===== config.mk =====
export PLATFORM = sky130hd
export DESIGN_NAME = rob_queue_flat
export DESIGN_NICKNAME = d
export VERILOG_FILES = /design/src/rtl/rob_queue_if.sv /design/src/rtl/rob_queue.sv /design/src/flat_wrapper.sv
export SDC_FILE = /design/constraint.sdc
export NUM_CORES = 1
export LEC_CHECK = 0
export CAP_MARGIN = 20
export CORE_ASPECT_RATIO = 0.8
export CORE_MARGIN = 4
export CORE_UTILIZATION = 35
export DETAILED_ROUTE_END_ITERATION = 7
export PLACE_DENSITY = 0.61
export SLEW_MARGIN = 5
export SYNTH_ARGS = -nofsm -noshare
export SYNTH_HDL_FRONTEND = slang
export SYNTH_SLANG_ARGS = --single-unit

===== constraint.sdc =====
create_clock -name clk -period 4 [get_ports clk]
set_clock_uncertainty 0.05 [all_clocks]
set_input_delay 0.8 -clock clk [delete_from_list [all_inputs] [get_ports clk]]
set_output_delay 0.8 -clock clk [all_outputs]
set_load 0.01 [all_outputs]

===== src/rtl/rob_queue_if.sv =====
// Handshake and data bundle between issue/CDB/register file and the reorder buffer.
interface rob_queue_if #(
  parameter int XLEN           = 32,
  parameter int REG_ADDR_WIDTH = 5,
  parameter int ADDR_WIDTH     = 3,
  parameter int NUM_WB         = 2
);
  logic                         flush;
  logic                         alloc_valid;
  logic                         alloc_ready;
  logic                         alloc_reg_en;
  logic [REG_ADDR_WIDTH-1:0]    alloc_rd;
  logic [ADDR_WIDTH-1:0]        alloc_tag;
  logic [NUM_WB-1:0]            wb_valid;
  logic [NUM_WB*ADDR_WIDTH-1:0] wb_tag;
  logic [NUM_WB*XLEN-1:0]       wb_value;
  logic [ADDR_WIDTH-1:0]        snoop_tag;
  logic                         snoop_done;
  logic [XLEN-1:0]              snoop_value;
  logic                         commit_valid;
  logic                         commit_ready;
  logic                         commit_reg_en;
  logic [REG_ADDR_WIDTH-1:0]    commit_rd;
  logic [XLEN-1:0]              commit_value;
  logic [ADDR_WIDTH-1:0]        commit_tag;
  logic [ADDR_WIDTH:0]          count;
  logic                         empty;
  logic                         full;

  // Issue, CDB and register-file side
  modport master (
    output flush, alloc_valid, alloc_reg_en, alloc_rd, wb_valid, wb_tag, wb_value,
           snoop_tag, commit_ready,
    input  alloc_ready, alloc_tag, snoop_done, snoop_value, commit_valid,
           commit_reg_en, commit_rd, commit_value, commit_tag, count, empty, full
  );

  // Reorder buffer side
  modport slave (
    input  flush, alloc_valid, alloc_reg_en, alloc_rd, wb_valid, wb_tag, wb_value,
           snoop_tag, commit_ready,
    output alloc_ready, alloc_tag, snoop_done, snoop_value, commit_valid,
           commit_reg_en, commit_rd, commit_value, commit_tag, count, empty, full
  );
endinterface


===== src/rtl/rob_queue.sv =====
// Reorder buffer: in-order allocate at the tail, out-of-order CDB writeback,
// combinational operand snoop with CDB forwarding, in-order commit at the head.
module rob_queue #(
  parameter int XLEN           = 32,
  parameter int REG_ADDR_WIDTH = 5,
  parameter int ADDR_WIDTH     = 3,
  parameter int NUM_WB         = 2
) (
  input logic        clk,
  input logic        rst,
  rob_queue_if.slave bus
);
  localparam int DEPTH = 1 << ADDR_WIDTH;
  localparam logic [ADDR_WIDTH:0]   CNT_ONE   = 1;
  localparam logic [ADDR_WIDTH:0]   CNT_DEPTH = DEPTH;
  localparam logic [ADDR_WIDTH-1:0] PTR_ONE   = 1;

  logic [DEPTH-1:0]          valid_q;
  logic [DEPTH-1:0]          done_q;
  logic [DEPTH-1:0]          reg_en_q;
  logic [REG_ADDR_WIDTH-1:0] rd_q    [DEPTH];
  logic [XLEN-1:0]           value_q [DEPTH];

  logic [ADDR_WIDTH-1:0] head_q;
  logic [ADDR_WIDTH-1:0] tail_q;
  logic [ADDR_WIDTH:0]   count_q;

  logic [ADDR_WIDTH-1:0] wb_tag_a   [NUM_WB];
  logic [XLEN-1:0]       wb_value_a [NUM_WB];

  logic alloc_fire;
  logic commit_fire;
  logic snp_done;
  logic [XLEN-1:0] snp_value;

  // Unpack the CDB ports, port 0 in the LSBs
  for (genvar p = 0; p < NUM_WB; p++) begin : g_wb_unpack
    assign wb_tag_a[p]   = bus.wb_tag[p*ADDR_WIDTH +: ADDR_WIDTH];
    assign wb_value_a[p] = bus.wb_value[p*XLEN +: XLEN];
  end

  // Ready depends only on occupancy, so a same-cycle commit never frees a slot for a full queue
  assign bus.alloc_ready = (count_q != CNT_DEPTH);
  assign bus.alloc_tag   = tail_q;
  assign bus.count       = count_q;
  assign bus.empty       = (count_q == '0);
  assign bus.full        = (count_q == CNT_DEPTH);

  assign bus.commit_valid  = valid_q[head_q] & done_q[head_q];
  assign bus.commit_reg_en = reg_en_q[head_q];
  assign bus.commit_rd     = rd_q[head_q];
  assign bus.commit_value  = value_q[head_q];
  assign bus.commit_tag    = head_q;

  assign alloc_fire  = bus.alloc_valid & bus.alloc_ready;
  assign commit_fire = bus.commit_valid & bus.commit_ready;

  // Snoop lookup with same-cycle CDB forwarding; later ports override earlier ones
  always_comb begin
    snp_done  = done_q[bus.snoop_tag];
    snp_value = value_q[bus.snoop_tag];
    for (int p = 0; p < NUM_WB; p++) begin
      if (bus.wb_valid[p] && (wb_tag_a[p] == bus.snoop_tag)) begin
        snp_done  = 1'b1;
        snp_value = wb_value_a[p];
      end
    end
  end

  assign bus.snoop_done  = valid_q[bus.snoop_tag] & snp_done;
  assign bus.snoop_value = snp_value;

  // Control state: entry valid/done bits, pointers and occupancy; flush mirrors reset
  always_ff @(posedge clk or posedge rst) begin
    if (rst) begin
      valid_q <= '0;
      done_q  <= '0;
      head_q  <= '0;
      tail_q  <= '0;
      count_q <= '0;
    end else if (bus.flush) begin
      valid_q <= '0;
      done_q  <= '0;
      head_q  <= '0;
      tail_q  <= '0;
      count_q <= '0;
    end else begin
      for (int p = 0; p < NUM_WB; p++) begin
        if (bus.wb_valid[p] && valid_q[wb_tag_a[p]]) begin
          done_q[wb_tag_a[p]] <= 1'b1;
        end
      end
      // Head and tail can only coincide when empty or full, where one of the two cannot fire
      if (commit_fire) begin
        valid_q[head_q] <= 1'b0;
        head_q          <= head_q + PTR_ONE;
      end
      if (alloc_fire) begin
        valid_q[tail_q] <= 1'b1;
        done_q[tail_q]  <= 1'b0;
        tail_q          <= tail_q + PTR_ONE;
      end
      case ({alloc_fire, commit_fire})
        2'b10:   count_q <= count_q + CNT_ONE;
        2'b01:   count_q <= count_q - CNT_ONE;
        default: count_q <= count_q;
      endcase
    end
  end

  // Entry payload: no reset needed, contents are only meaningful while the entry is valid
  always_ff @(posedge clk) begin
    if (!bus.flush) begin
      if (alloc_fire) begin
        reg_en_q[tail_q] <= bus.alloc_reg_en;
        rd_q[tail_q]     <= bus.alloc_rd;
      end
      for (int p = 0; p < NUM_WB; p++) begin
        if (bus.wb_valid[p] && valid_q[wb_tag_a[p]]) begin
          value_q[wb_tag_a[p]] <= wb_value_a[p];
        end
      end
    end
  end
endmodule


===== src/flat_wrapper.sv =====
// flat-port wrapper written by rule: the top's interface ports become plain ports
module rob_queue_flat 
#(
  parameter int XLEN           = 32,
  parameter int REG_ADDR_WIDTH = 5,
  parameter int ADDR_WIDTH     = 3,
  parameter int NUM_WB         = 2
)
  (clk, rst, bus_flush, bus_alloc_valid, bus_alloc_reg_en, bus_alloc_rd, bus_wb_valid, bus_wb_tag, bus_wb_value, bus_snoop_tag, bus_commit_ready, bus_alloc_ready, bus_alloc_tag, bus_snoop_done, bus_snoop_value, bus_commit_valid, bus_commit_reg_en, bus_commit_rd, bus_commit_value, bus_commit_tag, bus_count, bus_empty, bus_full);
  rob_queue_if #(.XLEN(XLEN), .REG_ADDR_WIDTH(REG_ADDR_WIDTH), .ADDR_WIDTH(ADDR_WIDTH), .NUM_WB(NUM_WB)) bus_i ();
  input logic clk;
  input logic rst;
  input wire logic [$bits(bus_i.flush)-1:0] bus_flush;
  input wire logic [$bits(bus_i.alloc_valid)-1:0] bus_alloc_valid;
  input wire logic [$bits(bus_i.alloc_reg_en)-1:0] bus_alloc_reg_en;
  input wire logic [$bits(bus_i.alloc_rd)-1:0] bus_alloc_rd;
  input wire logic [$bits(bus_i.wb_valid)-1:0] bus_wb_valid;
  input wire logic [$bits(bus_i.wb_tag)-1:0] bus_wb_tag;
  input wire logic [$bits(bus_i.wb_value)-1:0] bus_wb_value;
  input wire logic [$bits(bus_i.snoop_tag)-1:0] bus_snoop_tag;
  input wire logic [$bits(bus_i.commit_ready)-1:0] bus_commit_ready;
  output wire logic [$bits(bus_i.alloc_ready)-1:0] bus_alloc_ready;
  output wire logic [$bits(bus_i.alloc_tag)-1:0] bus_alloc_tag;
  output wire logic [$bits(bus_i.snoop_done)-1:0] bus_snoop_done;
  output wire logic [$bits(bus_i.snoop_value)-1:0] bus_snoop_value;
  output wire logic [$bits(bus_i.commit_valid)-1:0] bus_commit_valid;
  output wire logic [$bits(bus_i.commit_reg_en)-1:0] bus_commit_reg_en;
  output wire logic [$bits(bus_i.commit_rd)-1:0] bus_commit_rd;
  output wire logic [$bits(bus_i.commit_value)-1:0] bus_commit_value;
  output wire logic [$bits(bus_i.commit_tag)-1:0] bus_commit_tag;
  output wire logic [$bits(bus_i.count)-1:0] bus_count;
  output wire logic [$bits(bus_i.empty)-1:0] bus_empty;
  output wire logic [$bits(bus_i.full)-1:0] bus_full;
  assign bus_i.flush = bus_flush;
  assign bus_i.alloc_valid = bus_alloc_valid;
  assign bus_i.alloc_reg_en = bus_alloc_reg_en;
  assign bus_i.alloc_rd = bus_alloc_rd;
  assign bus_i.wb_valid = bus_wb_valid;
  assign bus_i.wb_tag = bus_wb_tag;
  assign bus_i.wb_value = bus_wb_value;
  assign bus_i.snoop_tag = bus_snoop_tag;
  assign bus_i.commit_ready = bus_commit_ready;
  assign bus_alloc_ready = bus_i.alloc_ready;
  assign bus_alloc_tag = bus_i.alloc_tag;
  assign bus_snoop_done = bus_i.snoop_done;
  assign bus_snoop_value = bus_i.snoop_value;
  assign bus_commit_valid = bus_i.commit_valid;
  assign bus_commit_reg_en = bus_i.commit_reg_en;
  assign bus_commit_rd = bus_i.commit_rd;
  assign bus_commit_value = bus_i.commit_value;
  assign bus_commit_tag = bus_i.commit_tag;
  assign bus_count = bus_i.count;
  assign bus_empty = bus_i.empty;
  assign bus_full = bus_i.full;
  rob_queue #(.XLEN(XLEN), .REG_ADDR_WIDTH(REG_ADDR_WIDTH), .ADDR_WIDTH(ADDR_WIDTH), .NUM_WB(NUM_WB)) u_core (.clk(clk), .rst(rst), .bus(bus_i));
endmodule

== Yosys cells after proc, flatten, opt, wreduce, memory -nomap -nowiden ==
Memory sizes are Yosys's and may differ from the RTL's.
Index checks and enable logic that the tools add are counted.

* Register bits: 34
* RAM bits: 296
* Output and inout port bits: 85
* Logic and storage cells: 104
* Memories: 2

{| class="wikitable"
|+ Memory list
! name !! depth !! bits a word !! read ports !! clocked after Yosys merged registers in !! write ports !! line !! source
|-
| u_core.value_q || 8 || 32 || 2 || 0 || 2 || rob_queue.sv:22 || <nowiki>logic [XLEN-1:0] value_q [DEPTH];</nowiki>
|-
| u_core.rd_q || 8 || 5 || 1 || 0 || 1 || rob_queue.sv:21 || <nowiki>logic [REG_ADDR_WIDTH-1:0] rd_q [DEPTH];</nowiki>
|}

* Add/sub/neg operators: 4
* Magnitude comparators: 9
* Equality and inequality tests: 6
* Mux-type cells: 52
* Bitwise operators: 12
* Reductions and logical operators: 13

{| class="wikitable"
|+ Operator list
! operator !! count
|-
| 8-bit two-way mux || 10
|-
| 32-bit two-way mux || 2
|-
| 8-bit bitwise OR || 3
|-
| 1-bit two-way mux || 22
|-
| 1-bit binary-select mux with 3-bit select || 7
|-
| 3-bit by 4-bit < comparator with 1-bit output (second input constant) || 5
|-
| 8-bit bitwise AND || 2
|-
| 8-bit inverter || 2
|-
| 1-bit demux with 3-bit select || 4
|-
| 3-bit by 1-bit greater-or-equal comparator with 1-bit output (second input constant) || 4
|-
| 3-bit two-way mux || 4
|-
| 8-bit bitwise mux || 1
|-
| 1-bit logical AND || 8
|-
| 4-bit one-hot mux with 2 select lines || 1
|-
| 3-bit by 1-bit adder with 3-bit output (second input constant) || 2
|-
| 3-bit equality test || 2
|-
| 4-bit by 1-bit adder with 4-bit output (second input constant) || 1
|-
| 1-bit bitwise AND || 4
|-
| 4-bit equality test (second input constant) || 1
|-
| 4-bit logical NOT || 1
|-
| 4-bit two-way mux || 1
|-
| 4-bit != test (second input constant) || 1
|-
| 2-bit nonzero test || 2
|-
| 4-bit by 1-bit subtractor with 4-bit output (second input constant) || 1
|-
| 5 further kinds || 5
|}

== Logic depth before layout (Yosys ltp) ==
Gate-level depths: netlist (run 1).

* Depth after elaboration: 13
* Mapped depth: 12

== Worst setup path after synthesis (run 1) ==
No wires, ideal clock.

* Kind: in2reg
* Start: input bus_wb_tag[1]
* End: memory u_core.value_q[4][0] (enable)
* Library setup time: 0.470 ns
* Arrival: 4.133 ns
* Path slack: -0.652 ns
* Stages: 6
* Path buffers: 1
* Cell sequence: clkbuf_1 > mux2_2 > nand2_1 > a21o_1 > nand2b_1 > o31ai_1

{| class="wikitable"
|+ RTL lines
! item !! line !! source
|-
| start, declared || flat_wrapper.sv:18 || <nowiki>input wire logic [$bits(bus_i.wb_tag)-1:0] bus_wb_tag;</nowiki>
|-
| end, declared || rob_queue.sv:22 ||
|}

== Final worst setup path (run 1) ==
* Start: input bus_wb_tag[4]
* End: output bus_snoop_done

* Longest elaborated chain between the ends: 4

{| class="wikitable"
|+ RTL lines
! item !! line !! source
|-
| 3-bit equality test || rob_queue.sv:63 || <nowiki>if (bus.wb_valid[p] && (wb_tag_a[p] == bus.snoop_tag)) begin</nowiki>
|-
| 1-bit logical AND || rob_queue.sv:63 ||
|-
| 1-bit two-way mux || rob_queue.sv:63 ||
|-
| 1-bit bitwise AND || rob_queue.sv:70 || <nowiki>assign bus.snoop_done = valid_q[bus.snoop_tag] & snp_done;</nowiki>
|-
| end, declared || flat_wrapper.sv:24 || <nowiki>output wire logic [$bits(bus_i.snoop_done)-1:0] bus_snoop_done;</nowiki>
|}

No other way between the ends.

==> summary.txt, run 1 <==
Synthesis
  – Avg Inst Size Synth: 14.02 sq um
  – YS warnings: 0
  – Yosys top cell area share: 0.4848
  – EDFF count, synth: 304
  – Yosys cell types: 64
  – Area leader, netlist: edfxtp_1
  – Netlist Area Pre-Place: 18830 sq um
  – Net Count, Synth: 1434
  – Sequential cell area fraction in the yosys report: 0.5193
  – Cells after Synth: 1343
  – Ys flop type: edfxtp_1
  – Synthesized flop and latch total: 330
  – Area contributors post-synth: edfxtp_1 (48%), mux4_2 (7.7%), mux2_4 (7.1%)
  – Async SR Flop Fraction: 0.07879

CTS
  – H-tree depth: 2
  – Root Driver: clkbuf_16
  – Clock sinks: 330
  – CTS tree: yes
  – Clock latency on the worst-skew pair: 530 ps
  – Clk buf depth: 3
  – Worst-path clk slew: 60 ps
  – Total CTS buffers: 37
  – Hold-fix buffers, CTS: 0

Detailed routing
  – Initial DRC Count: 1489
  – DRC Markers: 0
  – Final ANT Viol Nets: 0
  – Vias/cell: 5.926
  – Via count: 13230
  – WL final: 61340 um
  – DR WL/cell: 27.47 um
  – Pre-Repair DR Iteration Count: 6

Flow run
  – # Max-Cap Violations: 0

Final layout
  – Commonest non-fill, non-tap cell in the layout: edfxtp_1
  – Fraction of layout cells with a size suffix above 1: 0.2690
  – Fillcell total: 4724
  – Commonest cells after routing, fill and taps aside: edfxtp_1 (304), clkdlybuf4s50_1 (167), a22oi_1 (123), nand2_1 (96), mux2_2 (91)
  – Syn-to-layout area delta: 22.27%
  – Final #Nets: 1603

Timing
  – Fin crit period: 3836 ps
  – Setup Viol. Count Final: 0
  – Final slew viol count: 0
  – Max-slew headroom: 0.2997
  – Final period util: 0.9591
  – Final Hold Fails: 0
  – Total Neg Setup Slack: 0 ps
  – RSZ-0062 raised after global routing: false
  – Worst Tran Pin Value: 1036 ps
  – Final WS setup: 163.7 ps
  – Highest clock rate: 260.7 MHz

Die
  – Die X: 267.3 um
  – Row count: 75
  – Die ar.: 57600 sq um
  – Core area: 52830 sq um
  – Die Height: 215.5 um
  – Initial core utilization: 0.3564
  – # IOs: 171

Status
  – Status: finished clean

Worst setup path
  – Critical path endpoint category: primary output
  – Worst EP required: 3150 ps
  – Setup crit start: bus_wb_tag[4]
  – R2R setup slack: 400 ps
  – Max FO, Critical Path: 4
  – Reg2reg start: u_core.bus.count[0]$_DFFE_PP0P_
  – Crit Path Class: primary input to primary output
  – CP arrival: 2990 ps
  – Crit path launch type: primary input

Global routing
  – Vias in the first global route: 13670
  – GRT Util Overall: 0.2075
  – Pin count of the biggest net entering global routing: 43
  – Initial antenna violation count: 0
  – First-pass GRT wire length: 90580 um
  – Congestion Overflow GR: 0

Pwr
  – VDD IR max: 287.0 uV
  – Pwr dens: 349.3 nW/um^2
  – Pleak: 8.208 nW

Placed design
  – Post-DP HPWL: 37950 um
  – Dpl ws: 13.31 ps
  – IO buf count: 170
  – Gp weighted congestion: 0.8285

Min path
  – HP Class: primary input to async pin
-- cell families after synthesis --
| logic type | synth area share |
|---|---|
| buffers and inverters | 0.03462 |
| xor gates and xnor gates | 0.005981 |
| AOI/OAI and AO/OA | 0.09967 |
| adders and majority gates | 0.003721 |
| DFF | 0.5193 |
| and+or+nand+nor | 0.06106 |
| muxes | 0.2756 |
-- worst max-delay path: stages --
cell and delay, ps:
clkdlybuf4s50_1 500, xnor2_1 130, and4_2 310, nand2b_1 200, o21ai_0 120, a311oi_1 270
a21o_1 120, clkdlybuf4s50_1 530
-- routing by layer --
metal	up-vias	part of all wire	track usage	wire length, um
met5	-	0	0	0
met4	0	0.024	0.05140	1452
met3	107	0.068	0.03496	4179
met2	616	0.49	0.3591	30220
met1	6791	0.42	0.2719	25490
li1	5718	-	-	-
-- synthesized netlist by cell type (7+ instances only) --
library cell / instances
nand4_1: 25
mux2_4: 89
mux2_1: 85
buf_6: 12
buf_1: 11
o21ai_0: 74
dfrtp_1: 26
clkbuf_1: 59
mux2_2: 91
buf_4: 12
buf_2: 20
nor3_1: 11
a22o_1: 16
xnor2_1: 8
nand2_1: 101
a22oi_1: 123
edfxtp_1: 304
nor2_1: 24
nor2b_1: 8
mux2i_1: 43
nand2b_1: 12
a21oi_1: 10
inv_1: 8
nand3_1: 21
a221oi_1: 16
mux4_2: 64
and2_1: 7
-- power by group --
| group | total (mW) | switching [mW] | internal, mW |
|---|---|---|---|
| clock network | 3.39 | 1.43 | 1.96 |
| logic | 0.842 | 0.400 | 0.442 |
| registers | 3.81 | 0.0230 | 3.79 |
-- metrics by stage --
step	hold WS (ps)	instances	utilization	cell area, sq um	total power, mW
2_1_floorplan	461.3	1343	-	18840	4.302
3_3_place_gp	489.2	2164	0.4128	21810	4.709
6_report	471.0	2233	0.4358	23020	8.042
3_5_place_dp	494.1	2164	0.4128	21810	4.724
4_1_cts	509.5	2230	0.4350	22980	8.101
5_1_grt	484.7	2232	0.4357	23020	8.315
-- worst paths after layout --
path | end | depth (start not counted)
max reg2reg | u_core.bus.count[3]$_DFFE_PP0P_ | 9
min in group clk | u_core.done_q[5]$_DFF_PP0_ | 1
min | u_core.bus.alloc_tag[1]$_DFFE_PP0P_ | 2
max | bus_snoop_done | 8
max in group asynchronous | u_core.bus.count[0]$_DFFE_PP0P_ | 3
min reg2reg | u_core.done_q[5]$_DFF_PP0_ | 1
-- what timing repair did --
item / in CTS / in global routing
setup endpoints to repair: 1 / 16
setup buffers: 0 / 1
pin swaps: 0 / 1
gates resized for setup: 1 / 5
-- registers in the layout, summed over array words and instances, names as in the netlist --
name                   cells
u_core.rd_q               40
u_core.bus.alloc_tag       3
u_core.reg_en_q            8
u_core.done_q              8
u_core.bus.count           4
u_core.bus.commit_tag      3
u_core.valid_q             8
u_core.value_q           256
-- cell type report --
cell class / count / area (sq um) / share of cell area
antenna: 1 / 2.502 / 0.0001087
multi-input combinational: 888 / 8489 / 0.3687
clock buffer: 42 / 944.7 / 0.04103
timing repair buffer: 246 / 2684 / 0.1166
inverter: 9 / 33.78 / 0.001467
tap: 693 / 867.1 / 0.03766
sequential: 330 / 9781 / 0.4248
clock inverter: 24 / 221.5 / 0.009619
No activity file was read; power rests on OpenSTA's default activity.
==> inputs of run 2 (changes only) <==
- GPL_ROUTABILITY_DRIVEN: not set -> 0
==> results of run 2 <==
No change in the layout: final DEF, timing and power equal those of run 1.
